[src/rtl/serial_cmp_pkg.sv]
// Shared types and constants for the bit-serial signed comparator.
// The result-word helper keeps the opcode decode in one place.
package serial_cmp_pkg;

  localparam int WIDTH_DEFAULT = 6;

  typedef enum logic [1:0] {
    GT = 2'd0,
    LT = 2'd1,
    EQ = 2'd2,
    GE = 2'd3
  } cmp_op_e;

  typedef enum logic [1:0] {
    IDLE  = 2'd0,
    SHIFT = 2'd1,
    DONE  = 2'd2
  } cmp_state_e;

  localparam logic [WIDTH_DEFAULT-1:0] TRUE_WORD  = 6'b000001;
  localparam logic [WIDTH_DEFAULT-1:0] FALSE_WORD = 6'b000000;

  function automatic logic [WIDTH_DEFAULT-1:0] cmp_word(cmp_op_e op, logic gt, logic lt);
    logic hit;
    case (op)
      GT:      hit = gt;
      LT:      hit = lt;
      EQ:      hit = ~gt & ~lt;
      default: hit = ~lt;
    endcase
    return hit ? TRUE_WORD : FALSE_WORD;
  endfunction

endpackage

[src/rtl/serial_cmp_bit.sv]
// One MSB-first decision step. The sign bit carries negative weight,
// so a set sign bit makes that operand the smaller one.
module serial_cmp_bit (
  input  logic a,
  input  logic b,
  input  logic is_sign,
  input  logic decided,
  input  logic gt,
  input  logic lt,
  output logic decided_next,
  output logic gt_next,
  output logic lt_next
);

  always_comb begin
    decided_next = decided;
    gt_next      = gt;
    lt_next      = lt;
    if (!decided && (a != b)) begin
      decided_next = 1'b1;
      if (is_sign) begin
        gt_next = b;
        lt_next = a;
      end else begin
        gt_next = a;
        lt_next = b;
      end
    end
  end

endmodule

[src/rtl/serial_signed_compare.sv]
// Bit-serial two's-complement comparator with valid/ready on both sides.
// Fixed latency of WIDTH SHIFT cycles; no early exit on the first differing bit.
//
// state | meaning
// IDLE  | in_ready high, waiting for an operand pair
// SHIFT | resolving one bit per edge, MSB first
// DONE  | out_valid high, C held until out_ready
module serial_signed_compare
  import serial_cmp_pkg::*;
#(
  parameter int WIDTH = WIDTH_DEFAULT
) (
  input  logic             clk,
  input  logic             reset,
  input  logic             in_valid,
  output logic             in_ready,
  input  logic [WIDTH-1:0] A,
  input  logic [WIDTH-1:0] B,
  input  logic [1:0]       op,
  output logic             out_valid,
  input  logic             out_ready,
  output logic [WIDTH-1:0] C
);

  localparam int IDX_W = $clog2(WIDTH);
  localparam logic [IDX_W-1:0] LAST_IDX = IDX_W'(WIDTH - 1);

  cmp_state_e       state;
  logic [IDX_W-1:0] idx;
  logic [WIDTH-1:0] a_cap;
  logic [WIDTH-1:0] b_cap;
  cmp_op_e          op_cap;
  logic             decided;
  logic             gt;
  logic             lt;
  logic             decided_next;
  logic             gt_next;
  logic             lt_next;

  serial_cmp_bit u_bit (
    .a            (a_cap[idx]),
    .b            (b_cap[idx]),
    .is_sign      (idx == LAST_IDX),
    .decided      (decided),
    .gt           (gt),
    .lt           (lt),
    .decided_next (decided_next),
    .gt_next      (gt_next),
    .lt_next      (lt_next)
  );

  assign in_ready  = (state == IDLE);
  assign out_valid = (state == DONE);

  always_ff @(posedge clk or posedge reset) begin
    if (reset) begin
      state   <= IDLE;
      idx     <= '0;
      a_cap   <= '0;
      b_cap   <= '0;
      op_cap  <= GT;
      decided <= 1'b0;
      gt      <= 1'b0;
      lt      <= 1'b0;
      C       <= '0;
    end else begin
      case (state)
        IDLE: begin
          if (in_valid) begin
            a_cap   <= A;
            b_cap   <= B;
            op_cap  <= cmp_op_e'(op);
            decided <= 1'b0;
            gt      <= 1'b0;
            lt      <= 1'b0;
            idx     <= LAST_IDX;
            state   <= SHIFT;
          end
        end
        SHIFT: begin
          decided <= decided_next;
          gt      <= gt_next;
          lt      <= lt_next;
          idx     <= idx - IDX_W'(1);
          // Result is built from the post-LSB flags so C lands with DONE.
          if (idx == '0) begin
            C     <= WIDTH'(cmp_word(op_cap, gt_next, lt_next));
            state <= DONE;
          end
        end
        DONE: begin
          if (out_ready) begin
            C     <= '0;
            state <= IDLE;
          end
        end
        default: state <= IDLE;
      endcase
    end
  end

endmodule

[config.mk]
export PLATFORM = sky130hd
export DESIGN_NAME = serial_signed_compare
export DESIGN_NICKNAME = d
export VERILOG_FILES = /design/src/rtl/serial_cmp_pkg.sv /design/src/rtl/serial_cmp_bit.sv /design/src/rtl/serial_signed_compare.sv
export SDC_FILE = /design/constraint.sdc
export NUM_CORES = 1
export LEC_CHECK = 0
export ABC_AREA = 1
export CAP_MARGIN = 20
export CORE_AREA = 2 2 57 59
export DETAILED_ROUTE_END_ITERATION = 7
export DIE_AREA = 0 0 59 61
export DONT_BUFFER_PORTS = 1
export PLACE_DENSITY = 0.71
export SYNTH_ARGS = -nofsm -noshare
export SYNTH_HDL_FRONTEND = slang
export SYNTH_SLANG_ARGS = --single-unit
[constraint.sdc]
create_clock -name clk -period 1.6 [get_ports clk]
set_input_delay 0.16 -clock clk [delete_from_list [all_inputs] [get_ports clk]]
set_output_delay 0.16 -clock clk [all_outputs]
set_load 0.01 [all_outputs]
==> results of run 1 <==
-- final cells by class --
type	count	area (µm²)	area share [%]
clock buffer	4	26.3	1.55
tap	33	41.3	2.44
sequential	23	578	34.1
inverter	20	82.6	4.88
multi-input combinational	120	728	43.0
timing repair buffer	26	236	14.0
-- placed cells by master (no fill, tap or decap) --
cell type | Yosys | routed
a21oi_2 | 0 | 1
o21ai_2 | 0 | 2
a21oi_1 | 3 | 2
or2_1 | 1 | 1
a22oi_1 | 1 | 1
clkinv_4 | 0 | 1
nand3_2 | 6 | 7
nand2_4 | 2 | 5
o211ai_2 | 1 | 1
clkinv_1 | 1 | 1
inv_2 | 2 | 3
clkbuf_1 | 2 | 1
dfrtp_1 | 23 | 21
o211ai_1 | 1 | 1
inv_4 | 0 | 1
buf_4 | 5 | 10
nand3_1 | 7 | 3
o22ai_1 | 4 | 4
nor2_4 | 1 | 1
inv_1 | 15 | 14
conb_1 | 1 | 5
clkbuf_4 | 0 | 3
buf_6 | 1 | 1
nor2_2 | 0 | 1
xor2_1 | 1 | 1
dfrtp_2 | 0 | 2
nand2_1 | 63 | 54
o21ai_0 | 10 | 8
nand3_4 | 0 | 3
dlygate4sd3_1 | 0 | 15
ha_1 | 6 | 6
nor2_1 | 3 | 2
nand2_2 | 5 | 11
-- state kept, by name (all words and copies together), names as in the netlist --
signal / flops
lt: 1
op_cap: 2
decided: 1
gt: 1
C: 1
a_cap: 6
b_cap: 6
state: 2
idx: 3
-- power groups by stage --
stage	registers (W)	clock network (W)	logic, W
6_report	0.00105	0.000274	0.00237
3_5_place_dp	0.00106	0	0.00175
2_1_floorplan	0.000983	0	0.00147
3_3_place_gp	0.00106	0	0.00166
4_1_cts	0.00106	0.000279	0.00182
5_1_grt	0.00108	0.000295	0.00264
-- metal layers --
layer  GRT usage, %  up-vias
li1               -      568
met5              0        -
met1           19.4      560
met3           2.13        8
met4           9.42        0
met2           29.7       35
-- stage by stage --
stage	setup TNS [ns]	hold WS [ns]	utilization, %	power, W
3_5_place_dp	-0.0967	0.111	46.7	0.00282
2_1_floorplan	0	0.162	-	0.00246
3_3_place_gp	-0.0227	0.106	46.7	0.00272
6_report	-0.0940	0.105	57.3	0.00369
5_1_grt	-0.319	0.145	57.3	0.00402
4_1_cts	-0.0228	0.120	53.1	0.00315
-- worst paths after layout --
| check | startpoint | slack, ns | end |
|---|---|---|---|
| setup / recovery | idx[0]$_DFFE_PP0P_ | -0.09 | C[0]$_DFFE_PP0P_ |
| hold / removal | in_valid | 0.10 | state[0]$_DFFE_PP0P_ |
| setup reg to reg | idx[0]$_DFFE_PP0P_ | -0.09 | C[0]$_DFFE_PP0P_ |
| hold reg to reg | b_cap[2]$_DFFE_PP0P_ | 0.50 | b_cap[2]$_DFFE_PP0P_ |
| max in group asynchronous | reset | 1.05 | idx[0]$_DFFE_PP0P_ |
| min in group asynchronous | reset | 0.30 | state[1]$_DFFE_PP0P_ |
-- critical path: cells and delay by family (launching register included) --
family          cells  cell delay (ns)
compound gates      1             0.36
flops               1             0.49
simple gates        9             0.71
buf+inv             1             0.09
-- timing repair --
action | 4_1_cts | 5_1_grt
buffers inserted | 0 | 5
resized for setup | 4 | 29
hold buffers | 15 | 0
endpoints found under the hold margin | 37 | 0
pin swaps | 0 | 12
endpoints found under the setup margin | 1 | 7
-- cells by family after synthesis --
| kind of cell | count (synthesis) |
|---|---|
| compound gates | 20 |
| xor+xnor | 1 |
| fa+ha+maj | 6 |
| buf+inv | 28 |
| flops | 23 |
| other cells | 1 |
| simple gates | 88 |
==> metrics.yaml, run 1 <==
powerDensity_nw_per_um2: 2180
synth_area_per_cell_um2: 7.98
ys_seq_elements: 23
grt-ovfl-total: 0
pre_cts_ws_ns: -0.0967
cts_buffer_depth: 2
required_ns: 1.87
viasPerCell: 5.18
synth_flop_cell: "dfrtp_1"
vias: 1171
synth_top_cell_area_share_pct: 43.2
io_buffers: 0
n_antenna_cell: 0
hold_depth: 3
die_x_um: 59
grt_pass1_vias: 1121
seqPwrFrac_pct: 28.4
criticalPathCategory: "reg -> reg"
cts_root_buf: "clkbuf_4"
antenna_found_initial: 0
placed_cells: 202
drv_slew: 0
fin_crit_sh_pct: 106
antenna_left: 0
fin_worst_skew_ns: 0.00888
drc: 0
htreeDepth: 1
synth_top_family_by_area: "simple AND/OR/NAND/NOR gates"
ys_seq_area_share_pct: 43.2
p_leak_nw: 0.853
dr_wl_met3_um: 110
synthSimpleGateAreaFrac_pct: 31.1
finalWeightedCongestion: 0.811
synth_top_area_cell: "dfrtp_1"
cpMaxStageDelayCell: "dfrtp_2"
routedWlPerCell_um: 12.9
maxCapViolCount: 0
core_area_um2: 2950
critPathMostFrequentCell: "nand2_4"
yosysMostFrequentCell: "nand2_1"
grt_pass1_wl_um: 4530
synth-async-reset-ratio_pct: 100
p_switching_w: 0.00183
synth.area.mux_share_pct: 0
finalCriticalPeriod_ns: 1.69
comb_power_share_pct: 64.2
hold_path.class: "in -> reg"
grt_max_degree: 24
ff2ff_path_depth: 11
syn_inst: 167
ios: 26
fin_area_um2: 1690
cts_tree: "yes"
fillCellCount: 263
synth_fa_ha_area_share_pct: 5.63
internal_power_w: 0.00186
die_height_um: 61
clk_latency_ns: 0.32
ir_drop_v: 0.00112
status: "finished, violations left"
layout_setup_ws_ns: -0.0940
synth_area_leaders: "dfrtp_1 (43%), nand2_1 (18%), ha_1 (5.6%)"
cp_max_fo: 7
violations: "setup timing"
endpoint_kind: "flop"
synth_xor_area_share_pct: 0.657
synthTopCellsByCount: "nand2_1 (63), dfrtp_1 (23), inv_1 (15)"
drive_gt1_share_pct: 27.5
totalWireLength_um: 2920
pwr-share-clk_pct: 7.4
synthDistinctLibCells: 26
cp-start-kind: "flop"
clk_pin_slew_worst_paths_ns: 0.13
start_util_pct: 45.1
dpl.hpwl_um: 1920
top_layer_used: "met4"
rows: 20
cts_buffers: 3
drt-initial-drc-count: 15
drt-pass1-iter-count: 4
synth-edff-count: 0
swShare_pct: 49.6
layout.nets: 218
max_clock_freq_mhz: 590
grtUsageTotal_pct: 16.7
die-area_um2: 3600
wl_met2_um: 1580
wl_met1_um: 1150
yosysWarnings: 0
synth_area_um2: 1330
placed_area_um2: 1380
synth_compound_area_share_pct: 8.83
area_growth_pct: 27.0
setup_viol: 1
fin_cells: 226
crit_path_max_incr_delay_ns: 0.49
rsz0062_at_grt: "yes"
cts.sinks: 23
finalHoldViolCount: 0
crit_chain: "o211ai_1 -> nand2_4 -> inv_2 -> nand2_2 -> nand2_4 -> nand3_4 -> nand2_4 -> nand2_2 -> nand2_1 -> nand3_1 -> nand2_1"
cp_data_arrival_time_ns: 1.97
(Power assumes the default switching activity.)
==> run 2: changes to the inputs <==
--- a/config.mk
+++ b/config.mk
@@ -12,6 +12,7 @@
 export DIE_AREA = 0 0 59 61
 export DONT_BUFFER_PORTS = 1
 export PLACE_DENSITY = 0.71
+export RECOVER_POWER = 50
 export SYNTH_ARGS = -nofsm -noshare
 export SYNTH_HDL_FRONTEND = slang
 export SYNTH_SLANG_ARGS = --single-unit
==> run 2 against run 1 <==
Compared with the run above:
- the run still ends with setup timing left
- non-clock buffer count unchanged
- die area is the same
- setup slack unchanged
- sequential share of layout area rose by 0.051 points
- routed wire length hardly changed
- global-route usage is the same
- worst hold slack unchanged
- critical path type unchanged
- core utilization is 0.085 points lower
==> metrics.yaml, run 2 (same netlist as run 1, synthesis figures left out) <==
placed_cells: 202  # unchanged
rr_endpoint: "C[0]$_DFFE_PP0P_"  # unchanged
core_area_um2: 2950  # unchanged
largestRegisters: "a_cap x6, b_cap x6, idx x3"  # unchanged
max_clock_freq_mhz: 590  # unchanged
grt_pass1_vias: 1121  # unchanged
cts_buffer_depth: 2  # unchanged
cts_buffers: 3  # unchanged
finalCriticalPeriod_ns: 1.69  # unchanged
die-area_um2: 3600  # unchanged
required_ns: 1.87  # about the same
antenna_found_initial: 0  # unchanged
drt-pass1-iter-count: 4  # unchanged
final_common_cell: "nand2_1"  # unchanged
powerDensity_nw_per_um2: 2190  # was 2180 nW/µm²
crit_chain: "o211ai_1 -> nand2_4 -> inv_2 -> nand2_2 -> nand2_4 -> nand3_4 -> nand2_4 -> nand2_2 -> nand2_1 -> nand3_1 -> nand2_1"  # unchanged
status: "finished, violations left"  # unchanged
io_buffers: 0  # unchanged
grtUsageTotal_pct: 16.7  # unchanged
min_to: "state[0]$_DFFE_PP0P_"  # unchanged
fin_worst_skew_ns: 0.00888  # unchanged
ios: 26  # unchanged
cts_root_buf: "clkbuf_4"  # unchanged
endpoint_kind: "flop"  # unchanged
drive_gt1_share_pct: 27.5  # unchanged
vias: 1171  # unchanged
die_x_um: 59  # unchanged
critPathMostFrequentCell: "nand2_4"  # unchanged
cpMaxStageDelayCell: "dfrtp_2"  # unchanged
multi_input_area_um2: 728  # unchanged
cp_data_arrival_time_ns: 1.97  # about the same
layout_setup_ws_ns: -0.0940  # unchanged
layout_common_cells: "nand2_1 (54), dfrtp_1 (21), dlygate4sd3_1 (15), inv_1 (14), nand2_2 (11)"  # unchanged
cp-start-kind: "flop"  # unchanged
viasPerCell: 5.18  # unchanged
area_growth_pct: 26.9  # was 27.0%
drc: 0  # unchanged
criticalPathCategory: "reg -> reg"  # unchanged
holdCritStartpoint: "in_valid"  # unchanged
finalWeightedCongestion: 0.811  # unchanged
totalWireLength_um: 2920  # about the same
antenna_left: 0  # unchanged
hold_ws_ns: 0.105  # unchanged
dpl.hpwl_um: 1920  # unchanged
regArea_um2: 578  # unchanged
grt-ovfl-total: 0  # unchanged
p_leak_nw: 0.853  # about the same
crit_path_max_incr_delay_ns: 0.49  # about the same
rows: 20  # unchanged
violations: "setup timing"  # unchanged
fin_crit_sh_pct: 106  # unchanged
htreeDepth: 1  # unchanged
clk_pin_slew_worst_paths_ns: 0.13  # about the same
maxCapViolCount: 0  # unchanged
ir_drop_v: 0.00112  # about the same
setup_viol: 1  # unchanged
cts.sinks: 23  # unchanged
grt_pass1_wl_um: 4530  # unchanged
maxSlewHeadroom_pct: 62.1
cts_tree: "yes"  # unchanged
routedWlPerCell_um: 12.9  # about the same
drv_slew: 0  # unchanged
drt-initial-drc-count: 15  # unchanged
layout.nets: 218  # unchanged
fillCellCount: 263  # unchanged
hold_path.class: "in -> reg"  # unchanged
die_height_um: 61  # unchanged
grt_max_degree: 24  # unchanged
clk_latency_ns: 0.32  # about the same
worst_pin_slew_ns: 0.569
fin_cells: 226  # unchanged
cp_max_fo: 7  # unchanged
worstReg2RegStart: "idx[0]$_DFFE_PP0P_"  # unchanged
hold_depth: 3  # unchanged
rsz0062_at_grt: "yes"  # unchanged
start_util_pct: 45.1  # unchanged
rrSetupSlack_ns: -0.09  # about the same
finalHoldViolCount: 0  # unchanged
ff2ff_path_depth: 11  # unchanged
n_antenna_cell: 0  # unchanged
[run 2: cell types whose count changed in the layout (fill, tap and decap cells not counted), sizes merged]
cell / delta
buf: -1
clkbuf: +1
[run 2: critical path: cells and delay by family (launching register included)]
kind                   cells  cell delay (ns)
DFF                        1             0.49
AOI/OAI and AO/OA          1             0.36
and+or+nand+nor            9             0.71
buffers and inverters      1             0.09
[run 2: worst max-delay path by stage]
stage | endpoint | from
2_1_floorplan | C[0]$_DFFE_PP0P_ | idx[0]$_DFFE_PP0P_
3_3_place_gp | C[0]$_DFFE_PP0P_ | idx[0]$_DFFE_PP0P_
3_5_place_dp | C[0]$_DFFE_PP0P_ | idx[0]$_DFFE_PP0P_
4_1_cts | C[0]$_DFFE_PP0P_ | idx[0]$_DFFE_PP0P_
5_1_grt | C[0]$_DFFE_PP0P_ | idx[0]$_DFFE_PP0P_
6_report | C[0]$_DFFE_PP0P_ | idx[0]$_DFFE_PP0P_
[run 2: report_power, final]
group	internal, W	total (W)	leakage, nW	switching [W]
clock network	0.0000977	0.000274	0.0150	0.000177
logic	0.000908	0.00237	0.554	0.00146
registers	0.000855	0.00105	0.283	0.000194
total	0.00186	0.00369	0.853	0.00183
[run 2: stage by stage]
| stage | cell area [µm²] | worst slack (ns) | setup TNS [ns] | util (%) | total power [W] |
|---|---|---|---|---|---|
| finish | 1690 | -0.0940 | -0.0940 | 57.2 | 0.00369 |
| global route | 1690 | -0.218 | -0.319 | 57.2 | 0.00402 |
| CTS | 1570 | -0.0228 | -0.0228 | 53.1 | 0.00315 |
| detailed placement | 1380 | -0.0967 | -0.0967 | 46.7 | 0.00282 |
| global placement | 1380 | -0.0227 | -0.0227 | 46.7 | 0.00272 |
| floorplan | 1350 | 0.0773 | 0 | - | 0.00246 |
[run 2: layer usage]
metal	wire (µm)	GRT usage, %	vias to the layer above
met5	0	0	-
met4	77	9.42	0
met3	110	2.13	8
met2	1580	29.7	35
met1	1150	19.4	560
li1	-	-	568
[run 2: timing repair]
action	4_1_cts	5_1_grt
hold buffers	15	0
setup endpoints to repair	1	7
gates resized for setup	4	29
pin swaps	0	12
setup buffers	0	5
endpoints found under the hold margin	37	0
[run 2: area by class of cell]
type / count / share of cell area [%]
clock buffers: 4 / 1.55
inverters: 20 / 4.89
multi-input cells: 120 / 43.1
flip-flops and latches: 23 / 34.2
well taps: 33 / 2.44
repair buffers: 26 / 13.8
